**src/rtl/reorder_queue_pkg.sv**
```systemverilog
// Shared CPU package for the reorder queue.
// Holds the entry-type encodings carried from dispatch to commit and the
// register-id / data widths used by the commit ports.
package reorder_queue_pkg;

    typedef enum logic [1:0] {
        ENT_REG    = 2'b00,
        ENT_BRANCH = 2'b01,
        ENT_STORE  = 2'b10,
        ENT_RSVD   = 2'b11   // behaves like a register op that writes nothing
    } entryType_t;

    localparam int REG_W  = 5;
    localparam int DATA_W = 32;

endpackage

```
**src/rtl/rob_wb_select.sv**
```systemverilog
// Writeback match for one entry index.
// Ports:
//   queryIndex  entry index being looked up
//   wbValid     per-channel writeback valid
//   wbIndex     packed per-channel target indices, channel 0 in the LSBs
//   wbValue     packed per-channel results, channel 0 in the LSBs
//   hit         some valid channel targets queryIndex this cycle
//   value       result of the highest-numbered matching channel
module rob_wb_select
    import reorder_queue_pkg::*;
#(
    parameter int ROB_WIDTH = 4,
    parameter int NUM_WB    = 2
) (
    input  logic [ROB_WIDTH-1:0]        queryIndex,
    input  logic [NUM_WB-1:0]           wbValid,
    input  logic [NUM_WB*ROB_WIDTH-1:0] wbIndex,
    input  logic [NUM_WB*DATA_W-1:0]    wbValue,
    output logic                        hit,
    output logic [DATA_W-1:0]           value
);

    // Ascending scan: a later (higher) channel overrides an earlier match.
    always_comb begin
        hit   = 1'b0;
        value = '0;
        for (int c = 0; c < NUM_WB; c++) begin
            if (wbValid[c] && (wbIndex[c*ROB_WIDTH +: ROB_WIDTH] == queryIndex)) begin
                hit   = 1'b1;
                value = wbValue[c*DATA_W +: DATA_W];
            end
        end
    end

endmodule

```
**src/rtl/reorder_queue.sv**
```systemverilog
// Reorder queue: in-order allocation, out-of-order writeback, in-order commit.
// Ports:
//   clockIn, resetIn (async, active-low)
//   disp*        allocation request and entry payload; dispIndex = tail
//   full, empty  occupancy flags (full keeps FULL_MARGIN entries in reserve)
//   wb*          NUM_WB packed writeback channels
//   rs1*/rs2*    operand lookups with same-cycle writeback bypass
//   regCommit*   registered register-commit pulse and payload
//   storeCommit* registered store-retire pulse and index
//   clear, newPc registered flush pulse and redirect PC
module reorder_queue
    import reorder_queue_pkg::*;
#(
    parameter int ROB_WIDTH   = 4,
    parameter int ROB_SIZE    = 2**ROB_WIDTH,
    parameter int NUM_WB      = 2,
    parameter int FULL_MARGIN = 2
) (
    input  logic                        clockIn,
    input  logic                        resetIn,
    input  logic                        dispValid,
    input  logic [1:0]                  dispType,
    input  logic [4:0]                  dispDest,
    input  logic                        dispReady,
    input  logic [31:0]                 dispValue,
    input  logic                        dispPredTaken,
    input  logic [31:0]                 dispAltPc,
    output logic [ROB_WIDTH-1:0]        dispIndex,
    output logic                        full,
    output logic                        empty,
    input  logic [NUM_WB-1:0]           wbValid,
    input  logic [NUM_WB*ROB_WIDTH-1:0] wbIndex,
    input  logic [NUM_WB*32-1:0]        wbValue,
    input  logic [ROB_WIDTH-1:0]        rs1Dep,
    input  logic [ROB_WIDTH-1:0]        rs2Dep,
    output logic                        rs1Ready,
    output logic                        rs2Ready,
    output logic [31:0]                 rs1Value,
    output logic [31:0]                 rs2Value,
    output logic                        regCommitValid,
    output logic [4:0]                  regCommitDest,
    output logic [31:0]                 regCommitValue,
    output logic [ROB_WIDTH-1:0]        regCommitIndex,
    output logic                        storeCommitValid,
    output logic [ROB_WIDTH-1:0]        storeCommitIndex,
    output logic                        clear,
    output logic [31:0]                 newPc
);

    localparam int                   FULL_LVL = ROB_SIZE - FULL_MARGIN;
    localparam int                   LAST_LVL = ROB_SIZE - 1;
    localparam logic [ROB_WIDTH:0]   SIZE_C   = ROB_SIZE[ROB_WIDTH:0];
    localparam logic [ROB_WIDTH:0]   FULL_C   = FULL_LVL[ROB_WIDTH:0];
    localparam logic [ROB_WIDTH-1:0] LAST_C   = LAST_LVL[ROB_WIDTH-1:0];

    logic [ROB_WIDTH-1:0] head, tail;
    logic [ROB_WIDTH:0]   count;
    logic [ROB_SIZE-1:0]  entValid, entReady, entPredTaken;
    entryType_t           entType  [ROB_SIZE];
    logic [REG_W-1:0]     entDest  [ROB_SIZE];
    logic [DATA_W-1:0]    entValue [ROB_SIZE];
    logic [DATA_W-1:0]    entAltPc [ROB_SIZE];

    logic [ROB_SIZE-1:0]  entHit;
    logic [DATA_W-1:0]    entWbValue [ROB_SIZE];
    logic                 rs1Hit, rs2Hit;
    logic [DATA_W-1:0]    rs1Byp, rs2Byp;

    for (genvar i = 0; i < ROB_SIZE; i++) begin : gEntWb
        rob_wb_select #(.ROB_WIDTH(ROB_WIDTH), .NUM_WB(NUM_WB)) uSel (
            .queryIndex(ROB_WIDTH'(i)), .wbValid(wbValid), .wbIndex(wbIndex),
            .wbValue(wbValue), .hit(entHit[i]), .value(entWbValue[i])
        );
    end

    rob_wb_select #(.ROB_WIDTH(ROB_WIDTH), .NUM_WB(NUM_WB)) uRs1Sel (
        .queryIndex(rs1Dep), .wbValid(wbValid), .wbIndex(wbIndex),
        .wbValue(wbValue), .hit(rs1Hit), .value(rs1Byp)
    );
    rob_wb_select #(.ROB_WIDTH(ROB_WIDTH), .NUM_WB(NUM_WB)) uRs2Sel (
        .queryIndex(rs2Dep), .wbValid(wbValid), .wbIndex(wbIndex),
        .wbValue(wbValue), .hit(rs2Hit), .value(rs2Byp)
    );

    assign rs1Ready  = (entValid[rs1Dep] && entReady[rs1Dep]) || rs1Hit;
    assign rs2Ready  = (entValid[rs2Dep] && entReady[rs2Dep]) || rs2Hit;
    assign rs1Value  = rs1Hit ? rs1Byp : entValue[rs1Dep];
    assign rs2Value  = rs2Hit ? rs2Byp : entValue[rs2Dep];

    assign dispIndex = tail;
    assign full      = (count >= FULL_C);
    assign empty     = (count == '0);

    // Commit decision: the head retires only once its result is stored.
    logic       headFire, branchMiss, flushNow, popNow, allocNow;
    entryType_t headType;

    assign headType   = entType[head];
    assign headFire   = !clear && entValid[head] && entReady[head];
    assign branchMiss = (headType == ENT_BRANCH) && (entValue[head][0] != entPredTaken[head]);
    assign flushNow   = headFire && branchMiss;
    assign popNow     = headFire && !branchMiss;
    assign allocNow   = dispValid && (count < SIZE_C) && !clear && !flushNow;

    // Control state and registered commit/flush outputs.
    always_ff @(posedge clockIn or negedge resetIn) begin
        if (!resetIn) begin
            head             <= '0;
            tail             <= '0;
            count            <= '0;
            entValid         <= '0;
            regCommitValid   <= 1'b0;
            regCommitDest    <= '0;
            regCommitValue   <= '0;
            regCommitIndex   <= '0;
            storeCommitValid <= 1'b0;
            storeCommitIndex <= '0;
            clear            <= 1'b0;
            newPc            <= '0;
        end else begin
            regCommitValid   <= 1'b0;
            storeCommitValid <= 1'b0;
            clear            <= 1'b0;
            if (flushNow) begin
                entValid <= '0;
                head     <= '0;
                tail     <= '0;
                count    <= '0;
                clear    <= 1'b1;
                newPc    <= entAltPc[head];
            end else begin
                if (popNow) begin
                    entValid[head] <= 1'b0;
                    head           <= (head == LAST_C) ? '0 : head + 1'b1;
                    if (headType == ENT_REG) begin
                        regCommitValid <= 1'b1;
                        regCommitDest  <= entDest[head];
                        regCommitValue <= entValue[head];
                        regCommitIndex <= head;
                    end
                    if (headType == ENT_STORE) begin
                        storeCommitValid <= 1'b1;
                        storeCommitIndex <= head;
                    end
                end
                if (allocNow) begin
                    entValid[tail] <= 1'b1;
                    tail           <= (tail == LAST_C) ? '0 : tail + 1'b1;
                end
                case ({allocNow, popNow})
                    2'b10:   count <= count + 1'b1;
                    2'b01:   count <= count - 1'b1;
                    default: count <= count;
                endcase
            end
        end
    end

    // Entry payload; meaningful only while the matching valid bit is set.
    always_ff @(posedge clockIn) begin
        for (int i = 0; i < ROB_SIZE; i++) begin
            if (!clear && entHit[i] && entValid[i]) begin
                entReady[i] <= 1'b1;
                entValue[i] <= entWbValue[i];
            end
        end
        if (allocNow) begin
            entType[tail]      <= entryType_t'(dispType);
            entDest[tail]      <= dispDest;
            entReady[tail]     <= dispReady;
            entValue[tail]     <= dispValue;
            entPredTaken[tail] <= dispPredTaken;
            entAltPc[tail]     <= dispAltPc;
        end
    end

endmodule

```
**config.mk**
```make
export PLATFORM = sky130hd
export DESIGN_NAME = reorder_queue
export DESIGN_NICKNAME = d
export VERILOG_FILES = /design/src/rtl/reorder_queue_pkg.sv /design/src/rtl/rob_wb_select.sv /design/src/rtl/reorder_queue.sv
export SDC_FILE = /design/constraint.sdc
export NUM_CORES = 2
export LEC_CHECK = 0
export ABC_AREA = 0
export CAP_MARGIN = 20
export CORE_ASPECT_RATIO = 1.1
export CORE_MARGIN = 1
export CORE_UTILIZATION = 45
export DETAILED_ROUTE_END_ITERATION = 10
export HOLD_SLACK_MARGIN = 0.1
export PLACE_DENSITY_LB_ADDON = 0.08
export SYNTH_ARGS = -nofsm -noshare
export SYNTH_HDL_FRONTEND = slang
export SYNTH_HIERARCHICAL = 1
export SYNTH_SLANG_ARGS = --single-unit
```
**constraint.sdc**
```tcl
create_clock -name clockIn -period 5.7 [get_ports clockIn]
set_input_delay 0.855 -clock clockIn [delete_from_list [all_inputs] [get_ports clockIn]]
set_output_delay 0.855 -clock clockIn [all_outputs]
set_load 0.05 [all_outputs]
```
==> flow_summary_export.csv <==
group,metric,value,unit
clock_network,cts_resized,0,
yosys,synth-main-ff-cell,"edfxtp_1",
yosys,netlist_top_cells_area,"edfxtp_1, mux4_2, mux2_4",
power,ir_drop,0.383,mV
yosys,ys_ff_latch,1277,
yosys,yosysSeqAreaShare,46.4,%
drt,ant_nets,0,
drt,wire_per_inst,38.1,µm
drt,routed_wl,315000,µm
yosys,synth-edff-count,1152,
clock_network,cts_tree,"done",
floorplanning,io_pins,310,
grt,grt_use_met2,52.1,%
floorplanning,rows,163,
layout,multiInputGateArea,41600,µm²
yosys,synth_warnings,6,
yosys,synthCells,5428,
drt,drc,0,
setup_path,r2r-start,"head[0]",
grt,grt_pass1_vias,54300,
grt,grt_max_degree,136,
floorplanning,core_area,179000,µm²
setup_path,endpoint_kind,"flip-flop",
drt,vias,55500,
clock_network,clk_pin_slew,0.06,ns
setup_path,cp_max_fo,32,
drt,via_per_inst,6.70,
floorplanning,initial_core_util,45.3,%
clock_network,cts_buffers,148,
grt,use_met3,8.95,%
floorplanning,die_y,447,µm
setup_path,start_kind,"flip-flop",
layout,final_core_utilization,52.0,%
sta,finalCriticalPeriod,4.81,ns
sta,whs,0.493,ns
yosys,syn_area,81100,µm²
clock_network,cts_buffer_depth,3,
yosys,yosysTopAreaCell,"edfxtp_1",
clock_network,clock_latency,0.86,ns
sta,period_share,84.4,%
sta,setup_viol,0,
min_path,hold_path_class,"reg2reg",
layout,drive_gt1_share,43.6,%
yosys,synthArstFlopShare,8.54,%
placed_design,gp_congestion,0.888,
sta,clock_skew,0.0699,ns
drt,dr.pass1.iters,6,
grt,busiest_layer,"met2",
power,p_leak,34.1,nW
layout,area_delta_synth_final,14.8,%
sta,maxSlewHeadroom,14.1,%
sta,tightest_slew,1.28,ns
yosys,yosysUniqueCellTypes,58,
placed_design,dp_hpwl,181000,µm
drt,drt_iter0_drc,7573,
grt,track_usage,34.6,%
grt,grt_pass1_wl,436000,µm
power,powerDensity,388,nW/µm²
yosys,avgSynthCellArea,14.9,µm²
power,p_total,36.1,mW
yosys,synth_top_area_share,42.7,%
clock_network,htree_num_levels,4,
floorplanning,die_area,182000,µm²
clock_network,cts-root-buf,"clkbuf_16",
setup_path,worst_ep_arrival_time,5.35,ns
layout,final_nets,5930,
sta,rsz0062_at_grt,"false",
sta,hold_viol,0,
sta,fin_setup_tns,0,ns
grt,gr-total-overflow,0,
floorplanning,die_x,407,µm
layout,nFillCells,15200,
setup_path,required,6.24,ns
sta,max_clock_freq,208,MHz
layout,seqCellArea,37700,µm²
run_status,status,"completed",
sta,slew_viol_final,0,
setup_path,crit_start,"head[0]",
flow_run,maxCapViolCount,0,
setup_path,crit_type,"reg2reg",
grt,antenna_found_initial,19,
grt,grt_use_met1,46.8,%
clock_network,cts_sinks,1277,
placed_design,port_buffers,309,
min_path,worstHoldStart,"newPc[25]",
==> synthesized netlist by cell type (3+ instances only) <==
library cell  instances
ha_1                 11
or2b_1               18
o2111ai_1            19
nand2_1              66
o21ai_0              36
xor2_1                4
a222oi_1             18
buf_4                11
nor2_1              586
mux2_1                9
nand4_1               3
nand3b_2             18
edfxtp_1           1152
xnor2_1              92
inv_1                78
nand3b_1             17
mux2_2              615
dfrtp_1             109
a22oi_1               8
nand2b_1             39
dfxtp_1              16
nor2b_1               6
clkbuf_1            297
mux2_4              622
buf_1                93
nand4_2               4
nand4_4               9
mux2i_1               5
a31o_2                3
buf_2                18
mux4_2              692
o2bb2ai_1             4
nand3_1             613
a21oi_1              17
buf_6                91
==> through the flow <==
stage | worst slack (ns) | cells | instance area (µm²)
finish | 0.891 | 8281 | 93000
global route | 0.764 | 8280 | 93000
CTS | 0.921 | 8276 | 93000
detailed placement | 0.965 | 8000 | 88000
global placement | 0.984 | 8000 | 88000
floorplan | 1.54 | 5586 | 81600
==> per-layer routing <==
layer | vias to the layer above | part of all wire [%]
li1 | 21900 | -
met1 | 29300 | 39
met2 | 3504 | 45
met3 | 815 | 11
met4 | 24 | 5.3
met5 | - | 0.054
==> final cells by class <==
| type | instances | area share, % |
|---|---|---|
| flip-flops and latches | 1277 | 40.5 |
| clock inverters | 72 | 0.996 |
| well taps | 2392 | 3.22 |
| diodes | 4 | 0.0108 |
| clock buffers | 203 | 4.36 |
| inverters | 78 | 0.315 |
| multi-input cells | 3720 | 44.7 |
| repair buffers | 535 | 5.96 |
==> worst max-delay path, stage by stage, from the launching register on <==
cell and delay [ns]:
dfrtp_4 0.85, buf_4 0.44, mux4_2 0.55, a22oi_1 0.21, nand2_1 0.14, or2_1 0.29
or3b_4 0.62, nand4_4 0.61, buf_4 0.40, mux2_2 0.38
==> state kept, by name (all words and copies together) (netlist names), 16 cells and up <==
register,cells
entValue,512
entValid,16
entAltPc,512
entReady,16
entDest,80
newPc,32
entType,32
entPredTaken,16
regCommitValue,32
==> final timing paths <==
| kind | slack, ns | depth (start not counted) | end |
|---|---|---|---|
| max in group asynchronous | 4.05 | 3 | head[2] |
| min in group asynchronous | 0.54 | 2 | regCommitValid |
| setup / recovery | 0.89 | 9 | entValue[15][3] |
| hold / removal | 0.49 | 1 | newPc[25] |
| hold reg to reg | 0.49 | 1 | newPc[25] |
| setup reg to reg | 0.89 | 9 | entValue[15][3] |
==> cells in the final DEF (no fill, tap or decap), types with 9 or more instances in the layout <==
master	Yosys	routed
clkbuf_1	297	41
inv_2	0	13
clkinv_2	0	27
o21ai_0	36	34
nor2_1	586	586
xnor2_2	0	17
nand2_2	0	13
edfxtp_1	1152	1152
dfrtp_1	109	105
nand4_4	9	13
mux4_2	692	692
nand3_1	613	595
mux2_1	9	9
buf_4	11	220
inv_1	78	65
a222oi_1	18	18
dfxtp_1	16	16
nand3_2	0	18
mux2_4	622	622
bufinv_16	0	13
nand2b_1	39	36
mux2_2	615	615
conb_1	2	160
nand2_1	66	53
o2111ai_1	19	19
clkdlybuf4s50_1	0	232
nand3b_1	17	17
clkinv_1	0	14
a21oi_1	17	17
nand3b_4	0	18
or2b_1	18	18
clkbuf_16	0	149
buf_12	0	72
xnor2_1	92	74
ha_1	11	11
clkbuf_8	0	13
==> power breakdown <==
part / switching [mW] / internal [mW] / total (mW)
Clock: 4.25 / 5.65 / 9.90
Combinational: 7.88 / 5.96 / 13.8
Sequential: 0.880 / 11.5 / 12.4
==> kinds of logic after synthesis <==
family | count (synthesis) | synth area share, %
compound gates | 115 | 1.00
xor+xnor | 96 | 1.04
fa+ha+maj | 12 | 0.194
buf+inv | 589 | 3.65
flops | 1277 | 46.4
mux | 1943 | 39.5
other cells | 2 | 0.00927
simple gates | 1394 | 8.18
==> timing repair <==
item,in CTS,in global routing
buffers inserted,0,0
hold buffers,1,0
setup endpoints to repair,0,0
hold endpoints to repair,22,0
(Power assumes the default switching activity.)
